### config.mk
export PLATFORM = sky130hd
export DESIGN_NAME = multi_square_object
export DESIGN_NICKNAME = d
export VERILOG_FILES = /design/src/rtl/multi_square_object.sv
export SDC_FILE = /design/constraint.sdc
export NUM_CORES = 1
export LEC_CHECK = 0
export BUFFER_PORTS_ARGS = -buffer_cell sky130_fd_sc_hd__buf_4
export CAP_MARGIN = 5
export CORE_AREA = 2 2 215 217
export CTS_CLUSTER_SIZE = 25
export DETAILED_ROUTE_END_ITERATION = 16
export DIE_AREA = 0 0 217 219
export HOLD_SLACK_MARGIN = 0.1
export PLACE_DENSITY_LB_ADDON = 0.15
export SETUP_SLACK_MARGIN = 0.1
export SLEW_MARGIN = 30
export SYNTH_ARGS = -nofsm -noshare
export SYNTH_HDL_FRONTEND = slang
export SYNTH_SLANG_ARGS = --single-unit
### constraint.sdc
create_clock -name clk -period 3.3 [get_ports clk]
set_input_delay 0.66 -clock clk [delete_from_list [all_inputs] [get_ports clk]]
set_output_delay 0.66 -clock clk [all_outputs]
set_load 0.01 [all_outputs]
### src/rtl/multi_square_object.sv
// N-object rectangle hit tester: per-object movable top-left and visible flag,
// double-buffered position updates, registered lowest-index-wins hit report.
module multi_square_object #(
    parameter int N_OBJ           = 4,
    parameter int OBJECT_WIDTH_X  = 16,
    parameter int OBJECT_HEIGHT_Y = 32,
    parameter int COORD_W         = 11,
    parameter int INIT_X          = 550,
    parameter int INIT_Y          = 22,
    localparam int IDX_W          = (N_OBJ > 1) ? $clog2(N_OBJ) : 1
) (
    input  logic               clk,
    input  logic               reset,
    input  logic [COORD_W-1:0] pixelX,
    input  logic [COORD_W-1:0] pixelY,
    input  logic               startOfFrame,
    input  logic               wr_en,
    input  logic [IDX_W-1:0]   wr_idx,
    input  logic [COORD_W-1:0] wr_x,
    input  logic [COORD_W-1:0] wr_y,
    input  logic               wr_visible,
    output logic               drawingRequest,
    output logic [IDX_W-1:0]   objIndex,
    output logic [COORD_W-1:0] offsetX,
    output logic [COORD_W-1:0] offsetY,
    output logic [N_OBJ-1:0]   hitMask
);

    localparam int SUM_W = COORD_W + 1;
    localparam logic [SUM_W-1:0] W_EXT = SUM_W'(OBJECT_WIDTH_X);
    localparam logic [SUM_W-1:0] H_EXT = SUM_W'(OBJECT_HEIGHT_Y);

    logic [COORD_W-1:0] shx_q [N_OBJ];
    logic [COORD_W-1:0] shy_q [N_OBJ];
    logic               shv_q [N_OBJ];
    logic [COORD_W-1:0] acx_q [N_OBJ];
    logic [COORD_W-1:0] acy_q [N_OBJ];
    logic               acv_q [N_OBJ];

    logic [COORD_W-1:0] shx_d [N_OBJ];
    logic [COORD_W-1:0] shy_d [N_OBJ];
    logic               shv_d [N_OBJ];
    logic [COORD_W-1:0] acx_d [N_OBJ];
    logic [COORD_W-1:0] acy_d [N_OBJ];
    logic               acv_d [N_OBJ];

    logic               draw_q, draw_d;
    logic [IDX_W-1:0]   idx_q, idx_d;
    logic [COORD_W-1:0] offx_q, offx_d;
    logic [COORD_W-1:0] offy_q, offy_d;
    logic [N_OBJ-1:0]   mask_q, mask_d;

    // Out-of-range wr_idx matches no entry, so such writes fall away naturally.
    // Commit reads the post-write shadow, which forwards a same-cycle write.
    always_comb begin
        for (int i = 0; i < N_OBJ; i++) begin
            shx_d[i] = shx_q[i];
            shy_d[i] = shy_q[i];
            shv_d[i] = shv_q[i];
            if (wr_en && (wr_idx == IDX_W'(i))) begin
                shx_d[i] = wr_x;
                shy_d[i] = wr_y;
                shv_d[i] = wr_visible;
            end
            acx_d[i] = startOfFrame ? shx_d[i] : acx_q[i];
            acy_d[i] = startOfFrame ? shy_d[i] : acy_q[i];
            acv_d[i] = startOfFrame ? shv_d[i] : acv_q[i];
        end
    end

    // Far edges are computed one bit wider so objects near max coordinate clip.
    always_comb begin
        mask_d = '0;
        idx_d  = '0;
        offx_d = '0;
        offy_d = '0;
        for (int i = 0; i < N_OBJ; i++) begin
            mask_d[i] = acv_q[i]
                && (pixelX >= acx_q[i])
                && ({1'b0, pixelX} < ({1'b0, acx_q[i]} + W_EXT))
                && (pixelY >= acy_q[i])
                && ({1'b0, pixelY} < ({1'b0, acy_q[i]} + H_EXT));
        end
        for (int i = N_OBJ - 1; i >= 0; i--) begin
            if (mask_d[i]) begin
                idx_d  = IDX_W'(i);
                offx_d = pixelX - acx_q[i];
                offy_d = pixelY - acy_q[i];
            end
        end
        draw_d = |mask_d;
    end

    always_ff @(posedge clk) begin
        if (reset) begin
            draw_q <= 1'b0;
            idx_q  <= '0;
            offx_q <= '0;
            offy_q <= '0;
            mask_q <= '0;
            for (int i = 0; i < N_OBJ; i++) begin
                shx_q[i] <= COORD_W'(INIT_X);
                shy_q[i] <= COORD_W'(INIT_Y + i * OBJECT_HEIGHT_Y);
                shv_q[i] <= 1'b1;
                acx_q[i] <= COORD_W'(INIT_X);
                acy_q[i] <= COORD_W'(INIT_Y + i * OBJECT_HEIGHT_Y);
                acv_q[i] <= 1'b1;
            end
        end else begin
            draw_q <= draw_d;
            idx_q  <= idx_d;
            offx_q <= offx_d;
            offy_q <= offy_d;
            mask_q <= mask_d;
            for (int i = 0; i < N_OBJ; i++) begin
                shx_q[i] <= shx_d[i];
                shy_q[i] <= shy_d[i];
                shv_q[i] <= shv_d[i];
                acx_q[i] <= acx_d[i];
                acy_q[i] <= acy_d[i];
                acv_q[i] <= acv_d[i];
            end
        end
    end

    assign drawingRequest = draw_q;
    assign objIndex       = idx_q;
    assign offsetX        = offx_q;
    assign offsetY        = offy_q;
    assign hitMask        = mask_q;

endmodule
==> results.py, run 1 <==
metrics = {
    "status": {
        "outcome": "complete, no violations",
    },
    "global_route": {
        "grt_max_degree": 57,
        "track_usage_pct": 20.7,
        "grt_pass1_vias": 12100,
        "grt_pass1_wl_um": 75200,
        "grt_overflow": 0,
        "antenna_found_initial": 2,
    },
    "critical_path": {
        "crit_path_top_delay_cell": "a2111o_1",
        "worstPathCellList": "ha_4 > nand3_1 > xnor2_1 > ha_1 > a21oi_2 > nor2b_1 > o22ai_1 > buf_4 > o2111ai_2 > a2111o_1 > buf_4 > buf_4 > nor3_1 > o21bai_1 > o22ai_1",
        "setup.worst_path.start": "acy_q[1][5]",
        "critPathRequiredTime_ps": 3760,
        "crit_type": "flip-flop to flip-flop",
        "reg2reg_depth": 15,
        "worstSetupEndpointType": "flip-flop",
        "start_kind": "flip-flop",
        "cpPeakStageDelay_ps": 430,
        "r2r_setup_slack_ps": 210,
        "worstPathMaxFanout": 4,
        "cpMostUsedCell": "buf_4",
        "worstSetupPathDepth": 15,
        "cp_top_family": "compound AO/OA/AOI/OAI gates",
        "timing.critical_path.buf_inv": 3,
        "rr_startpoint": "acy_q[1][5]",
        "cp.arrival_ps": 3560,
    },
    "sta": {
        "hold_ws_ps": 386,
        "max_freq_mhz": 323,
        "slew_headroom_pct": 54.2,
        "fin_crit_sh_pct": 93.7,
        "hold_violations": 0,
        "skew_ps": 9.26,
        "tightest_slew_ps": 688,
        "setup-violations-final": 0,
        "period_needed_ps": 3090,
        "final_max_slew_viol_count": 0,
        "tns_ps": 0,
        "rsz0062_at_grt": "yes",
    },
    "floorplan": {
        "core_um2": 45100,
        "io_pins": 80,
        "dieArea_um2": 47500,
        "initial_core_util_pct": 29.9,
        "rows": 78,
        "chipWidth_um": 217,
        "dieHeight_um": 219,
    },
    "min_path": {
        "holdPathStages": 3,
        "hp-start": "wr_y[1]",
        "hold_path.class": "primary input to flip-flop",
    },
    "cells_and_area": {
        "finish.net_count": 2073,
        "diodes": 0,
        "drive_gt1_share_pct": 20.6,
        "area_growth_pct": 27.0,
        "final_area_um2": 17100,
        "fillers": 4719,
        "postLayoutCoreUtil_pct": 37.9,
    },
    "synth": {
        "yosysUniqueCellTypes": 83,
        "synth_cells": 1625,
        "synth_nets": 1832,
        "postSynthAreaPerCell_um2": 8.29,
        "async_flop_share_pct": 0,
        "synth_warnings": 0,
        "ys_seq_area_share_pct": 31.9,
        "ys_seq_elements": 213,
        "netlist_area_um2": 13500,
        "synth-main-ff-cell": "dfxtp_1",
        "synth_edf_count": 3,
    },
    "drt": {
        "antenna_left": 0,
        "drtIter0Drc": 757,
        "dr.pass1.iters": 5,
        "wl_um": 49700,
        "vias": 12500,
        "drc": 0,
        "post_drt_wl_per_cell_um": 20.0,
        "viasPerCell": 5.04,
    },
    "clock_network": {
        "cts_sinks": 213,
        "cts_root_buf": "clkbuf_16",
        "clock_tree.buffer_depth": 3,
        "clkSlewWorstSetupHoldPaths_ps": 60,
        "htreeDepth": 1,
        "cts_tree": "done",
        "cts_buffers": 25,
        "insertion_delay_ps": 540,
    },
    "pwr": {
        "ir_drop_uv": 350,
        "leakagePower_uw": 0.00753,
        "p_per_area_nw_per_um2": 468,
    },
    "place": {
        "gp_congestion": 0.904,
        "place_area_um2": 16100,
        "port_buffers": 79,
        "dp_hpwl_um": 39800,
    },
    "run": {
        "cap_violations": 0,
    },
}
## synthesized netlist by cell type, types with 11 or more instances
library cell  instances  area [um^2]
inv_1               111          417
nand2b_1             11         68.8
a22o_1               35          307
nand3b_1             44          330
nor2_1              111          417
nor3_1               35          175
ha_1                148         1850
nand3_1              48          240
nand2_1             223          837
clkbuf_1             50          188
o21ai_0              39          195
nand4_1              13         81.3
a211oi_1             12         90.1
xor2_1               21          184
xnor2_1              71          622
nor2b_1              19          119
o21a_1               15          113
a21oi_1             157          786
o211ai_1             14          105
dfxtp_1             210         4200
a21o_1               21          158
## registers in the layout, indices dropped and copies added, names as in the netlist
name / count
shx_q: 44
acv_q: 4
offsetX: 11
hitMask: 4
acx_q: 44
objIndex: 2
drawingRequest: 1
shv_q: 4
offsetY: 11
shy_q: 44
acy_q: 44
## metrics by stage
step / setup WS [ps] / total power [uW] / cells
after floorplan: 104 / 4180 / 1625
after global placement: -299 / 5220 / 2433
after detailed placement: -401 / 5220 / 2433
after CTS: 104 / 8030 / 2479
after global routing: 2.45 / 8410 / 2485
final: 207 / 8000 / 2485
## worst reg2reg max path, delay by kind of cell (launching register included)
family | cells | cell delay [ps]
DFF | 1 | 380
buffers and inverters | 3 | 440
xor gates and xnor gates | 1 | 140
and+or+nand+nor | 3 | 510
adders and majority gates | 2 | 480
AOI/OAI and AO/OA | 6 | 1070
## path summary, 6_finish.rpt
| check | endpoint |
|---|---|
| worst max register to register | offsetX[6] |
| worst min-delay path | shy_q[1][1] |
| worst max-delay path | offsetX[6] |
| worst min register to register | shx_q[0][7] |
## where the power goes
part,total [uW],internal (uW),switching [uW]
Clock,2780,1620,1170
Combinational,2400,1060,1340
Sequential,2820,2730,94.0
Total,8000,5400,2600
## area by class of cell
cell class              count  area [um^2]  share of cell area [%]
well taps                 600          751                    4.39
multi-input cells        1233         8600                    50.3
repair buffers            278         2180                    12.7
clock inverters            11         98.8                   0.578
clock buffers              35          723                    4.23
flip-flops and latches    213         4310                    25.2
inverters                 115          434                    2.54
## cells in the final DEF, fill, tap and decap left out, types with 11 or more instances in the layout
master | netlist | routed
buf_4 | 2 | 270
nand2_1 | 223 | 223
dfxtp_1 | 210 | 204
a21oi_1 | 157 | 154
ha_1 | 148 | 144
inv_1 | 111 | 111
nor2_1 | 111 | 108
xnor2_1 | 71 | 71
nand3_1 | 48 | 48
nand3b_1 | 44 | 44
o21ai_0 | 39 | 37
a22o_1 | 35 | 35
nor3_1 | 35 | 33
clkbuf_16 | 0 | 25
a21o_1 | 21 | 21
xor2_1 | 21 | 21
nor2b_1 | 19 | 19
o21a_1 | 15 | 15
o211ai_1 | 14 | 14
nand4_1 | 13 | 13
a211oi_1 | 12 | 12
nand2b_1 | 11 | 11
## routing by layer
layer | vias to the layer above | part of all wire (%) | track usage [%]
met1 | 5927 | 52 | 31.1
met4 | 2 | 2.0 | 4.54
met5 | - | 0.024 | 0
met3 | 49 | 4.6 | 2.59
li1 | 6263 | - | -
met2 | 291 | 42 | 31.1
## cells by family (layout without fill, tap and decap cells)
family,after synthesis,count (layout),synth area share (%)
xor+xnor,92,92,5.98
fa+ha+maj,156,156,14.9
buf+inv,179,439,5.41
compound gates,425,425,21.7
mux,5,5,0.483
flops,213,213,31.9
simple gates,555,555,19.6
## what timing repair did
action                     4_1_cts  5_1_grt
pin swaps                        0       22
buffers inserted                 0        6
resized for setup                9       32
hold buffers                     0        0
setup endpoints to repair       17       22
(Power assumes the default switching activity.)
==> inputs of run 2 (changes only) <==
- CORE_AREA: 2 2 215 217 -> 2 2 171 173
- DIE_AREA: 0 0 217 219 -> 0 0 173 175
==> run 2 against run 1 <==
Compared with the run above:
- combinational power is 3% lower
- non-clock buffer count shrank 26
- design area decreased by 2.9%
- first-iteration DRC count grew 41%
- sequential cell count did not move
- register-to-register slack worse by 120 ps
- global-route usage up 8.0 points
- die area down 36%
==> results.py, run 2 (synthesis gave the netlist of run 1 again) <==
metrics = {
    "place": {
        "pre_cts_slack_ps": -294,
        "dp_hpwl_um": 34900,
        "gp_congestion": 0.913,
        "dp_cells": 2185,
        "port_buffers": 79,
    },
    "global_route": {
        "antenna_found_initial": 0,
        "grt_max_degree": 82,
        "grt_pass1_vias": 11800,
        "track_usage_pct": 28.6,
        "grt_overflow": 0,
        "grt_pass1_wl_um": 68300,
    },
    "sta": {
        "slew_headroom_pct": 56.1,
        "hold_violations": 0,
        "setup-violations-final": 0,
        "tightest_slew_ps": 659,
        "skew_ps": 17.1,
        "max_freq_mhz": 311,
        "worst_slack_ps": 85.6,
        "rsz0062_at_grt": "yes",
        "final_max_slew_viol_count": 0,
        "period_needed_ps": 3210,
        "fin_crit_sh_pct": 97.4,
    },
    "floorplan": {
        "dieArea_um2": 30300,
        "initial_core_util_pct": 47.4,
        "chipWidth_um": 173,
        "dieHeight_um": 175,
        "core_um2": 28400,
        "io_pins": 80,
        "rows": 62,
    },
    "cells_and_area": {
        "fin_cells": 2237,
        "finish.net_count": 2045,
        "area_growth_pct": 23.3,
        "drive_gt1_share_pct": 20.5,
        "postLayoutCoreUtil_pct": 58.5,
        "layout_common_cells": "241 x buf_4, 222 x nand2_1, 199 x dfxtp_1",
        "mostFrequentLayoutCell": "buf_4",
    },
    "clock_network": {
        "cts_tree": "done",
        "cts_root_buf": "clkbuf_16",
        "cts_buffers": 23,
        "cts_sinks": 213,
        "clkSlewWorstSetupHoldPaths_ps": 60,
        "clock_tree.buffer_depth": 3,
        "htreeDepth": 1,
        "insertion_delay_ps": 520,
        "cts_hold_buf": 0,
    },
    "critical_path": {
        "worstSetupEndpointType": "flip-flop",
        "reg2reg_depth": 14,
        "start_kind": "flip-flop",
        "crit_type": "flip-flop to flip-flop",
        "cp.arrival_ps": 3650,
        "critPathRequiredTime_ps": 3740,
        "worstPathMaxFanout": 5,
    },
    "pwr": {
        "ir_drop_uv": 399,
        "totalPowerFinal_uw": 7570,
        "p_per_area_nw_per_um2": 456,
        "leakagePower_uw": 0.00736,
    },
    "drt": {
        "post_drt_wl_per_cell_um": 19.9,
        "viasPerCell": 5.67,
        "drtIter0Drc": 1064,
        "wl_um": 44500,
        "vias": 12700,
        "dr.pass1.iters": 6,
        "drc": 0,
        "antenna_left": 0,
    },
    "run": {
        "cap_violations": 0,
    },
    "status": {
        "outcome": "complete, no violations",
    },
    "min_path": {
        "hold_path.class": "primary input to flip-flop",
        "holdPathStages": 3,
    },
}
==> run 2: changes by cell type in the layout (fill, tap and decap cells not counted), sizes merged <==
| cell | delta |
|---|---|
| buf | -27 |
| bufinv | -1 |
| clkinv | -3 |
| inv | -3 |
| clkbuf | -2 |
| clkinvlp | +3 |
| diode | +1 |
==> run 2: through the flow <==
stage | setup TNS [ps] | cell area, um^2 | hold slack [ps]
finish | 0 | 16600 | 413
global route | -12.1 | 16600 | 418
CTS | 0 | 16200 | 401
detailed placement | -5200 | 15500 | 451
global placement | -4110 | 15500 | 442
floorplan | 0 | 13500 | 432
==> run 2: worst max-delay path: stages, from the launching register on <==
cell       delay [ps]
dfxtp_4           370
ha_4              170
and3_4            180
xnor2_2           130
ha_2              180
a22oi_2           170
o211ai_1          110
or3_4             340
a221o_1           370
nor3b_4           350
clkbuf_16         230
buf_6             100
o211ai_1           90
o221a_1           160
o22ai_1           180
==> run 2: path summary, 6_finish.rpt <==
| check | start | endpoint | slack (ps) |
|---|---|---|---|
| setup / recovery | acx_q[3][4] | offsetY[8] | 90 |
| hold / removal | wr_y[4] | shy_q[3][4] | 410 |
| setup reg to reg | acx_q[3][4] | offsetY[8] | 90 |
| hold reg to reg | shy_q[0][0] | shy_q[0][0] | 460 |
==> run 2: power breakdown <==
group,internal (uW),switching [uW]
clock network,1370,1040
registers,2730,100
logic,1020,1300
==> run 2: routing by layer <==
metal  up-vias  routed length [um]  global-route usage, %
met5         -                   0                      0
met1      6039               22400                   44.1
li1       6216                   -                      -
met2       391               18600                   43.1
met3        47                2840                   3.81
met4         0                 654                   4.34
==> run 2: timing repair <==
item,4_1_cts,5_1_grt
buffers inserted,4,7
gates resized for setup,6,70
setup endpoints to repair,16,23
pin swaps,1,24
cloned,0,1
==> run 2: layout make-up <==
class                      instances  area, um^2
timing repair buffer             252        1970
inverter                         115         435
tap                              384         480
clock inverter                     7        48.8
fill                            2698       11800
multi-input combinational       1233        8700
clock buffer                      32         649
antenna                            1        2.50
sequential                       213        4320
==> inputs of run 3 (changes only) <==
- SETUP_SLACK_MARGIN: 0.1 -> not set
- SLEW_MARGIN: 30 -> 20
==> run 3 against run 2 <==
Compared with the run above:
- via count decreased by 0.28%
- maximum frequency increased by 0.61%
- global-route usage decreased by 0.067 points
- design area decreased by 0.31%
- first-iteration DRC count decreased by 3.7%
- clock-buffer cell count decreased by 1
- largest cell class unchanged
==> results.py, run 3 (synthesis gave the netlist of run 1 again) <==
metrics = {
    "global_route": {
        "grt_max_degree": 61,
        "grt_pass1_vias": 11900,
        "track_usage_pct": 28.6,
        "grt_pass1_wl_um": 68100,
        "grt_overflow": 0,
        "antenna_found_initial": 1,
    },
    "drt": {
        "viasPerCell": 5.61,
        "dr.pass1.iters": 5,
        "antenna_left": 0,
        "wl_um": 44000,
        "post_drt_wl_per_cell_um": 19.5,
        "vias": 12700,
        "drtIter0Drc": 1025,
        "drc": 0,
    },
    "floorplan": {
        "dieHeight_um": 175,
        "io_pins": 80,
        "chipWidth_um": 173,
        "dieArea_um2": 30300,
        "core_um2": 28400,
        "initial_core_util_pct": 47.4,
        "rows": 62,
    },
    "sta": {
        "fin_crit_sh_pct": 96.8,
        "skew_ps": 24.5,
        "hold_violations": 0,
        "max_freq_mhz": 313,
        "slew_headroom_pct": 39.0,
        "final_max_slew_viol_count": 0,
        "hold_ws_ps": 408,
        "tightest_slew_ps": 915,
        "period_needed_ps": 3190,
        "setup-violations-final": 0,
    },
    "clock_network": {
        "clkSlewWorstSetupHoldPaths_ps": 60,
        "cts_sinks": 213,
        "clock_tree.buffer_depth": 3,
        "cts_tree": "done",
        "insertion_delay_ps": 540,
        "htreeDepth": 1,
        "cts_hold_buf": 0,
        "cts_buffers": 23,
        "cts_root_buf": "clkbuf_16",
    },
    "cells_and_area": {
        "area_growth_pct": 23.0,
        "diodes": 0,
        "fillers": 2687,
        "finish.net_count": 2063,
        "mostFrequentLayoutCell": "buf_4",
        "drive_gt1_share_pct": 19.5,
        "multi_input_area_um2": 8500,
        "layout_common_cells": "266 x buf_4, 223 x nand2_1, 204 x dfxtp_1",
        "regArea_um2": 4310,
        "postLayoutCoreUtil_pct": 58.3,
    },
    "run": {
        "cap_violations": 0,
    },
    "place": {
        "gp_congestion": 0.927,
        "dp_hpwl_um": 35000,
        "port_buffers": 79,
    },
    "critical_path": {
        "start_kind": "flip-flop",
        "cp.arrival_ps": 3600,
        "crit_type": "flip-flop to flip-flop",
        "worstPathMaxFanout": 6,
        "worstSetupEndpointType": "flip-flop",
        "critPathRequiredTime_ps": 3700,
    },
    "pwr": {
        "leakagePower_uw": 0.00743,
        "swShare_pct": 31.6,
        "p_clk_share_pct": 33.2,
        "p_seq_share_pct": 37.0,
        "ir_drop_uv": 431,
        "internal_power_uw": 5240,
        "p_comb_share_pct": 29.8,
        "totalPowerFinal_uw": 7660,
        "p_per_area_nw_per_um2": 462,
        "power.switching_uw": 2420,
    },
    "status": {
        "outcome": "complete, no violations",
    },
    "min_path": {
        "hold_path.class": "primary input to flip-flop",
    },
}
-- run 3: cell count changes in the layout (fill, tap and decap cells not counted), moves of 4 or more --
cell / before / now
buf_4: 241 / 266
buf_6: 7 / 0
clkinv_2: 0 / 4
dfxtp_1: 199 / 204
dfxtp_2: 7 / 3
o221ai_1: 5 / 10
o221ai_2: 5 / 0
-- run 3: through the flow --
step / worst slack [ps] / std cells / TNS (ps) / cell area (um^2)
after floorplan: 68.5 / 1625 / 0 / 13500
after global placement: -226 / 2209 / -3540 / 15700
after detailed placement: -364 / 2209 / -5400 / 15700
after CTS: 45.6 / 2249 / 0 / 16400
after global routing: -10.2 / 2255 / -10.2 / 16600
final: 105 / 2255 / 0 / 16600
-- run 3: cell type report --
class / count / area share, %
Tap cell: 384 / 2.90
Inverter: 115 / 2.64
Timing Repair Buffer: 270 / 12.6
Clock inverter: 9 / 0.506
Clock buffer: 31 / 4.02
Sequential cell: 213 / 26.0
Multi-Input combinational cell: 1233 / 51.3
-- run 3: worst max-delay path, stage by stage, from the launching register on --
cell and delay (ps):
dfxtp_1 330, buf_4 140, inv_1 80, ha_1 330
a21o_1 200, a31o_2 250, nor4_1 540, or3_1 200
a211o_1 210, or2_1 170, buf_4 160, o21ai_0 110
a221o_1 350
-- run 3: power groups by stage --
| stage | registers [uW] | clock network [uW] | logic, uW |
|---|---|---|---|
| floorplan | 2860 | 0 | 1320 |
| global placement | 2880 | 0 | 2220 |
| detailed placement | 2890 | 0 | 2230 |
| CTS | 2830 | 2580 | 2240 |
| global route | 2850 | 2690 | 2490 |
| finish | 2830 | 2540 | 2280 |
-- run 3: per-layer routing --
metal	wire [um]	part of all wire (%)	GRT usage, %
met1	21600	49	43.2
met2	18500	42	42.2
met3	3050	6.9	4.48
met4	803	1.8	6.74
met5	0	0	0
-- run 3: worst paths after layout --
check	cells past startpoint	slack (ps)	endpoint	startpoint
setup / recovery	12	110	offsetX[3]	acx_q[2][4]
hold / removal	3	410	shy_q[3][4]	wr_y[4]
setup reg to reg	12	110	offsetX[3]	acx_q[2][4]
hold reg to reg	2	460	shx_q[2][0]	shx_q[2][0]
-- run 3: what timing repair did --
item                       4_1_cts  5_1_grt
gates resized for setup          2       22
buffers inserted                 0        5
setup endpoints to repair        1       19
pin swaps                        0        3
gates cloned                     0        1
